--- config.mk ---
export PLATFORM = sky130hd
export DESIGN_NAME = ring_contactor_sequencer
export DESIGN_NICKNAME = d
export VERILOG_FILES = /design/src/rtl/ring_contactor_sequencer.sv
export SDC_FILE = /design/constraint.sdc
export NUM_CORES = 1
export LEC_CHECK = 0
export CORE_ASPECT_RATIO = 0.8
export CORE_MARGIN = 10
export CORE_UTILIZATION = 53
export CTS_CLUSTER_DIAMETER = 80
export CTS_CLUSTER_SIZE = 28
export DETAILED_ROUTE_END_ITERATION = 6
export PLACE_DENSITY = 0.77
export SYNTH_ARGS = -nofsm -noshare
export SYNTH_HDL_FRONTEND = slang
export SYNTH_SLANG_ARGS = --single-unit
--- constraint.sdc ---
create_clock -name i_clk -period 6.2 [get_ports i_clk]
set_clock_uncertainty 0.1 [all_clocks]
set_input_delay 0.62 -clock i_clk [delete_from_list [all_inputs] [get_ports i_clk]]
set_output_delay 0.62 -clock i_clk [all_outputs]
set_load 0.01 [all_outputs]
--- src/rtl/ring_contactor_sequencer.sv ---
// Ring contactor sequencer: break-before-make switching of eight contactors
// (A..H) towards a target closed set, with feedback/permit supervision.
// Optional build macro RING_FB_MONITOR_EN: supervise feedback against the
// coil commands while idle and fault on a persistent mismatch.
module ring_contactor_sequencer #(
    parameter int FB_TIMEOUT = 1000,
    parameter int SETTLE     = 16
) (
    input  logic       i_clk,
    input  logic       i_rst,
    input  logic       i_req_valid,
    output logic       o_req_ready,
    input  logic [7:0] i_req_pattern,
    input  logic [7:0] i_permit,
    input  logic [7:0] i_fb,
    output logic [7:0] o_cmd,
    output logic       o_busy,
    output logic       o_done,
    output logic       o_fault,
    output logic [2:0] o_fault_idx,
    input  logic       i_fault_clr
);

    typedef enum logic [2:0] {S_IDLE, S_OPEN, S_SETTLE, S_CLOSE, S_FAULT} state_t;

    localparam logic [15:0] P_TO  = FB_TIMEOUT[15:0];
    localparam logic [15:0] P_SET = SETTLE[15:0];

    state_t      r_state, w_state_nx;
    logic [7:0]  r_tgt, w_tgt_nx;
    logic [7:0]  r_cmd, w_cmd_nx;
    logic [7:0]  r_mask, w_mask_nx;     // bits opened by the current sequence
    logic [15:0] r_cnt, w_cnt_nx;
    logic [2:0]  r_bit, w_bit_nx;       // bit whose feedback is awaited
    logic        r_phase, w_phase_nx;   // 0: awaiting permit, 1: awaiting feedback
    logic        r_done, w_done_nx;
    logic        r_fault, w_fault_nx;
    logic [2:0]  r_fidx, w_fidx_nx;

    logic [15:0] w_cnt_inc;
    logic [7:0]  w_pdrop, w_pend, w_open_wait;
    logic [2:0]  w_k;
    logic        w_flt;
    logic [2:0]  w_flt_idx;

    // Lowest set bit of a vector (0 when empty).
    function automatic logic [2:0] f_low(input logic [7:0] v);
        logic [2:0] idx;
        idx = 3'd0;
        for (int i = 7; i >= 0; i--) begin
            if (v[i]) idx = 3'(i);
        end
        return idx;
    endfunction

    assign w_cnt_inc   = r_cnt + 16'd1;
    assign w_pdrop     = r_cmd & ~i_permit;
    assign w_pend      = r_tgt & ~r_cmd;
    assign w_k         = f_low(w_pend);
    assign w_open_wait = i_fb & r_mask;

    // Next-state and next-register logic; faults override everything else.
    always_comb begin
        w_state_nx = r_state;
        w_tgt_nx   = r_tgt;
        w_cmd_nx   = r_cmd;
        w_mask_nx  = r_mask;
        w_cnt_nx   = r_cnt;
        w_bit_nx   = r_bit;
        w_phase_nx = r_phase;
        w_done_nx  = 1'b0;
        w_fault_nx = r_fault;
        w_fidx_nx  = r_fidx;
        w_flt      = 1'b0;
        w_flt_idx  = 3'd0;

        case (r_state)
            S_IDLE: begin
`ifdef RING_FB_MONITOR_EN
                if (i_fb != r_cmd) begin
                    if (w_cnt_inc == P_TO) begin
                        w_flt     = 1'b1;
                        w_flt_idx = f_low(i_fb ^ r_cmd);
                    end else begin
                        w_cnt_nx = w_cnt_inc;
                    end
                end else begin
                    w_cnt_nx = 16'd0;
                end
`endif
                if (i_req_valid) begin
                    w_tgt_nx   = i_req_pattern;
                    w_cmd_nx   = r_cmd & i_req_pattern;
                    w_mask_nx  = r_cmd & ~i_req_pattern;
                    w_cnt_nx   = 16'd0;
                    w_state_nx = S_OPEN;
                end
            end
            S_OPEN: begin
                if (w_open_wait == 8'd0) begin
                    w_cnt_nx   = 16'd0;
                    w_phase_nx = 1'b0;
                    w_state_nx = (r_mask == 8'd0) ? S_CLOSE : S_SETTLE;
                end else if (w_cnt_inc == P_TO) begin
                    w_flt     = 1'b1;
                    w_flt_idx = f_low(w_open_wait);
                end else begin
                    w_cnt_nx = w_cnt_inc;
                end
            end
            S_SETTLE: begin
                if (w_cnt_inc == P_SET) begin
                    w_cnt_nx   = 16'd0;
                    w_phase_nx = 1'b0;
                    w_state_nx = S_CLOSE;
                end else begin
                    w_cnt_nx = w_cnt_inc;
                end
            end
            S_CLOSE: begin
                if (!r_phase) begin
                    if (w_pend == 8'd0) begin
                        w_done_nx  = 1'b1;
                        w_cnt_nx   = 16'd0;
                        w_state_nx = S_IDLE;
                    end else if (i_permit[w_k]) begin
                        w_cmd_nx[w_k] = 1'b1;
                        w_bit_nx      = w_k;
                        w_phase_nx    = 1'b1;
                        w_cnt_nx      = 16'd0;
                    end else if (w_cnt_inc == P_TO) begin
                        w_flt     = 1'b1;
                        w_flt_idx = w_k;
                    end else begin
                        w_cnt_nx = w_cnt_inc;
                    end
                end else begin
                    if (i_fb[r_bit]) begin
                        w_phase_nx = 1'b0;
                        w_cnt_nx   = 16'd0;
                    end else if (w_cnt_inc == P_TO) begin
                        w_flt     = 1'b1;
                        w_flt_idx = r_bit;
                    end else begin
                        w_cnt_nx = w_cnt_inc;
                    end
                end
            end
            S_FAULT: begin
                if (i_fault_clr) begin
                    w_fault_nx = 1'b0;
                    w_cnt_nx   = 16'd0;
                    w_state_nx = S_IDLE;
                end
            end
            default: w_state_nx = S_IDLE;
        endcase

        // A commanded contactor losing its permit beats any other cause.
        if (w_pdrop != 8'd0) begin
            w_flt     = 1'b1;
            w_flt_idx = f_low(w_pdrop);
        end

        if (w_flt) begin
            w_state_nx = S_FAULT;
            w_cmd_nx   = 8'd0;
            w_fault_nx = 1'b1;
            w_fidx_nx  = w_flt_idx;
            w_cnt_nx   = 16'd0;
            w_phase_nx = 1'b0;
            w_done_nx  = 1'b0;
        end
    end

    // State and datapath registers with synchronous reset.
    always_ff @(posedge i_clk) begin
        if (i_rst) begin
            r_state <= S_IDLE;
            r_tgt   <= 8'd0;
            r_cmd   <= 8'd0;
            r_mask  <= 8'd0;
            r_cnt   <= 16'd0;
            r_bit   <= 3'd0;
            r_phase <= 1'b0;
            r_done  <= 1'b0;
            r_fault <= 1'b0;
            r_fidx  <= 3'd0;
        end else begin
            r_state <= w_state_nx;
            r_tgt   <= w_tgt_nx;
            r_cmd   <= w_cmd_nx;
            r_mask  <= w_mask_nx;
            r_cnt   <= w_cnt_nx;
            r_bit   <= w_bit_nx;
            r_phase <= w_phase_nx;
            r_done  <= w_done_nx;
            r_fault <= w_fault_nx;
            r_fidx  <= w_fidx_nx;
        end
    end

    assign o_req_ready = (r_state == S_IDLE);
    assign o_busy      = (r_state == S_OPEN) || (r_state == S_SETTLE) || (r_state == S_CLOSE);
    assign o_cmd       = r_cmd;
    assign o_done      = r_done;
    assign o_fault     = r_fault;
    assign o_fault_idx = r_fidx;

endmodule

## Yosys cells after proc, flatten, opt, wreduce, memory -nomap -nowiden

Cells that the tools add are included.
Widths: inputs -> output; s select.

- Add/subtract/negate cells: 1
- Magnitude comparators: 3
- Eq/ne operators: 20
- Multiplexer cells: 83
- Bitwise logic cells: 12
- Reduce and logical (&&, ||, !) cells: 23

Operators with widths:

| cell | count |
|---|---|
| $mux 16 | 9 |
| $mux 3 | 40 |
| $pmux 16 s5 | 1 |
| $and 8x8->8 | 5 |
| $mux 8 | 4 |
| $logic_not 8->1 | 3 |
| $not 8->8 | 3 |
| $mux 1 | 21 |
| $add 16x1->16 const B | 1 |
| $eq 16x10->1 const B | 1 |
| $eq 16x5->1 const B | 1 |
| $ne 2x2->1 const B | 8 |
| $pmux 8 s2 | 1 |
| $ne 3x3->1 const B | 5 |
| $pmux 3 s5 | 1 |
| $reduce_and 6->1 | 2 |
| $lt 3x4->1 const B | 2 |
| $or 8x8->8 | 1 |
| $reduce_bool 8->1 | 1 |
| $bmux 1 s3 | 2 |
| $eq 3x2->1 const B | 2 |
| $pmux 3 s2 | 1 |
| $reduce_and 3->1 | 2 |
| $reduce_bool 2->1 | 3 |
| 18 further kinds | 22 |

- Register bits after elaboration: 52
- Input bits: 28
- Word-level logic and storage cells: 153

## Logic depth before layout (Yosys ltp)

- Depth after elaboration: 19
- Gate-level depth with buffers: 11
- Gate-level depth less buffers: 9

## Least setup slack after synthesis

Ideal clock, no wire load.

- Path kind: reg-to-reg
- From: reg r_cnt[0]
- To: reg r_cnt[12]
- Setup time: 0.126 ns
- Data arrival time: 2.706 ns
- Setup slack: 3.268 ns
- Stages on the path, launching flop included: 10
- Buffers on the path: 0
- Clock period less this slack: 2.932 ns
- Path through: dfxtp_1 > ha_1 > nand4_1 > or4b_1 > mux2i_1 > a211o_1 > o31a_1 > or4_4 > o2111ai_1 > o31ai_1

- Word-level cells in the longest chain between the ends: 9

RTL lines:

| item | line | text |
|---|---|---|
| start, declared | 33 | `logic [15:0] r_cnt, w_cnt_nx;` |
| start signal, assigned | 194 | `r_cnt <= w_cnt_nx;` |
| $add 16x1->16 (*) | 56 | `assign w_cnt_inc = r_cnt + 16'd1;` |
| $eq 16x10->1 | 104, 131, 141 |  |
| $mux 1 | 104, 131, 141 |  |
| $mux 1 | 126 | `end else if (i_permit[w_k]) begin` |
| $mux 1 | 122 | `if (w_pend == 8'd0) begin` |
| $mux 1 | 121 | `if (!r_phase) begin` |
| $pmux 1 s2 | 77 | `case (r_state)` |
| $mux 1 | 160 | `if (w_pdrop != 8'd0) begin` |
| $reduce_or 2->1 (no line) | - |  |

Every way passes the cells marked *; elsewhere a longest branch is shown, timed or not.
A chain may end at the register's enable or synchronous reset.

## Worst setup path after layout

- From: reg r_cnt[0]
- To: reg r_cnt[7]

The elaborated chain is that of the path after synthesis.

==> metrics.md <==
| Metric | Value |
|---|---|
| Initial antenna violation count | 0 |
| I/O pin total | 43 |
| Starting density of the core | a little under three fifths |
| Met2 wire len | about 4100 µm |
| Final Cycle Share | between 50% and 60% |
| Netlist cell types | about 70 |
| Largest net degree at the start of global routing | 26 |
| Post-DRT Antenna Nets | 0 |
| Highest Signal Layer | met4 |
| CTS Root Cell | clkbuf_8 |
| Syn Nets | 467 |
| Launch point of the worst hold path | r_tgt[6] |
| RR Endpoint | r_cnt[7] |
| GRT Residual Overflow | 0 |
| Metal-1 WL | 4800 µm |
| Outcome | finished, final reports clean |
| Initial drt markers | approximately 350 |
| Max clock buf depth | 2 |
| Rows | 25 |
| Worst-Skew Late Latency | 0.30 ns |
| Peak VDD IR | roughly 0.15 mV |
| H-tree lvl count | 2 |
| Cells along the critical path | ha_1 -> nand4_1 -> or4b_1 -> mux2i_1 -> a211o_1 -> nor3_2 -> a21boi_1 -> o21ai_0 -> o221ai_1 |
| Number of global-route vias before repair | approximately 3.2k |
| DR vias | about 3.6k |
| Die Span Y | between 90 and 100 µm |
| Post-synth EDFFs | 0 |
| I/O Buffers | 42 |
| Pwr Total | 0.993 mW |
| Die area | a little under 10000 µm² |
| R2R setup slack | 2.57 ns |
| WL per Instance | roughly 19 µm |
| Nets@finish | a little under 500 |
| Synth Cell Area | about 3300 µm² |
| Pre-Repair DR Iteration Count | 5 |
| CP peak stage delay | 0.61 ns |
| CTS clk-pin slew, worst paths | 0.10 ns |
| CTS tree | yes |
| Worst Tran Pin Value | 1.01 ns |
| Seq/Total Area, Yosys | 31.6% |
| Yosys warning total | 0 |
| Post-cts hold buffer count | 0 |
| Synth Flop Type | dfxtp_1 |
| Bufs and invs on worst path | 0 |
| Min-Delay Path Class | flop to flop |
| Cells after Synth | 438 |
| Final setup vio count | 0 |
| Core footprint | between 5000 and 6000 µm² |
| Post-CTS setup buffer count | 0 |
| Reg2reg path depth | 9 |
| WHS Path Cells | 2 |
| Seq cells post-synth | between 50 and 60 |
| Final min period | about 3.6 ns |
| Final Core Density | approximately 64% |
| DRC errors left | 0 |
| RSZ-0062 raised after global routing | no |
| Met3 wire len | approximately 1200 µm |
| Top achievable clock speed | approximately 280 MHz |
| Global Route Usage Sum | ~20% |
| Inserted Clock Buffers | 5 |
| Crit path max-delay family | compound AO/OA/AOI/OAI gates |
| Power per cell area | 259 nW/µm² |
| Post-Syn Area per Cell | approximately 7.5 µm² |
| Commonest non-fill, non-tap cells in the layout | nand2_1, dfxtp_1, a21oi_1 |
| Area Overhead vs Synth | 16.0% |
| Async SR Flop Fraction | 0% |
| Hold slack final | between 0.3 and 0.4 ns |
| Leak pwr | around 1.3 nW |
| Max-slew violations | 0 |
| Hold Fails Final Rpt | 0 |
| CTS resizes | 0 |
| Routability cong. | around 0.94 |
| Detailed Place HPWL | approximately 7800 µm |
| Proportion of layout cells with a drive suffix above 1 | approximately 5.6% |
| First-pass GRT wire length | about 16000 µm |
| Crit end category | flop |
| Hold endpoint | r_tgt[6] |
| WS Path Type | flop to flop |
| Slew headroom | 32.4% |
| Via density | between 6 and 7 |
| Design area | around 3800 µm² |
| Diode count | 0 |
| Most common cell after layout, fill and taps aside | nand2_1 |
| Maxcap violations | 0 |
| Reg-to-reg critical path startpoint | r_cnt[0] |
| Routed wire length | just over 10000 µm |
| CP max stage cell | or4b_1 |
| Post-DP Area | 3740 µm² |
| Clk sink count | 52 |
| Crit path max fanout | 11 |
| Setup tns final | 0 ns |
| Die Wd | ~110 µm |
| Startpoint Class | flop |
| WP data arrival | 3.75 ns |
| WP data required | 6.32 ns |
## worst reg2reg max path: cells and delay by family (launching register included)
kind	cells	cell delay, ns
simple gates	3	1.15
mux	1	0.15
fa+ha+maj	1	0.44
flops	1	0.47
compound gates	4	1.23
## registers in the layout (all words and copies together), names as in the netlist
name,count
o_done,1
r_phase,1
r_bit,3
r_state,3
o_fault,1
r_cnt,16
r_mask,8
o_cmd,8
r_tgt,8
o_fault_idx,3
## area by class of cell
cell class              count  area [µm²]
clock buffers               6        82.6
well taps                  81         101
multi-input cells         358        2140
inverters                   9        33.8
fillers                   535        2150
repair buffers             42         420
clock inverters             1        8.76
flip-flops and latches     52        1040
## routing by layer
layer / GRT usage (%) / up-vias
met5: 0 / -
met4: 3.22 / 0
met3: 4.71 / 9
met2: 27.5 / 201
met1: 30.3 / 1687
li1: - / 1693
## kinds of logic after synthesis
family	share of synthesized area, %
simple gates	33.9
fa+ha+maj	0.379
xor+xnor	1.59
buf+inv	3.56
compound gates	26.1
flops	31.6
mux	2.92
## cells in the mapped netlist, drive strengths merged (2+ instances only)
cell type / number / area share (%)
nor3: 20 / 3.2
or3: 6 / 1.1
dfxtp: 52 / 32
a21o: 2 / 0.45
and4: 2 / 0.53
o31ai: 4 / 0.91
a22o: 3 / 0.80
mux2i: 4 / 1.2
o221ai: 3 / 0.80
mux4: 2 / 1.4
a31oi: 6 / 1.1
nand4: 11 / 2.1
or2: 2 / 0.38
o22ai: 4 / 0.76
inv: 9 / 1.0
xnor2: 5 / 1.3
nor2b: 14 / 2.7
nor2: 30 / 3.4
a21oi: 47 / 7.4
and2: 5 / 0.95
nand2: 61 / 7.1
nand3b: 12 / 2.7
a22oi: 4 / 0.91
and3: 5 / 0.95
nor3b: 3 / 0.68
a311oi: 3 / 0.80
o2111ai: 5 / 1.3
nor4: 6 / 1.8
clkbuf: 9 / 1.0
o22a: 2 / 0.57
nand2b: 11 / 2.1
o21ai: 32 / 5.1
o41ai: 2 / 0.53
nand3: 16 / 2.6
buf: 10 / 1.5
a32oi: 2 / 0.53
o21a: 2 / 0.45
o31a: 2 / 0.53
a211oi: 2 / 0.45
## how the worst max path moves through the flow
stage | to | cells past startpoint | from
detailed placement | r_cnt[3] | 9 | i_fb[4]
global route | r_cnt[7] | 9 | r_cnt[0]
finish | r_cnt[7] | 9 | r_cnt[0]
global placement | r_cnt[3] | 9 | i_fb[4]
floorplan | r_cnt[12] | 9 | r_cnt[0]
CTS | r_cnt[12] | 9 | r_cnt[0]
## through the flow
| stage | setup WS [ns] | std cells |
|---|---|---|
| CTS | 2.68 | 549 |
| floorplan | 3.27 | 438 |
| detailed placement | 2.56 | 542 |
| global placement | 2.70 | 542 |
| global route | 2.34 | 549 |
| finish | 2.57 | 549 |
## power breakdown
group | total, mW | internal (mW) | switching (mW)
registers | 0.386 | 0.356 | 0.0298
clock network | 0.202 | 0.0894 | 0.113
logic | 0.405 | 0.143 | 0.262
total | 0.993 | 0.588 | 0.405
(Power assumes the default switching activity.)
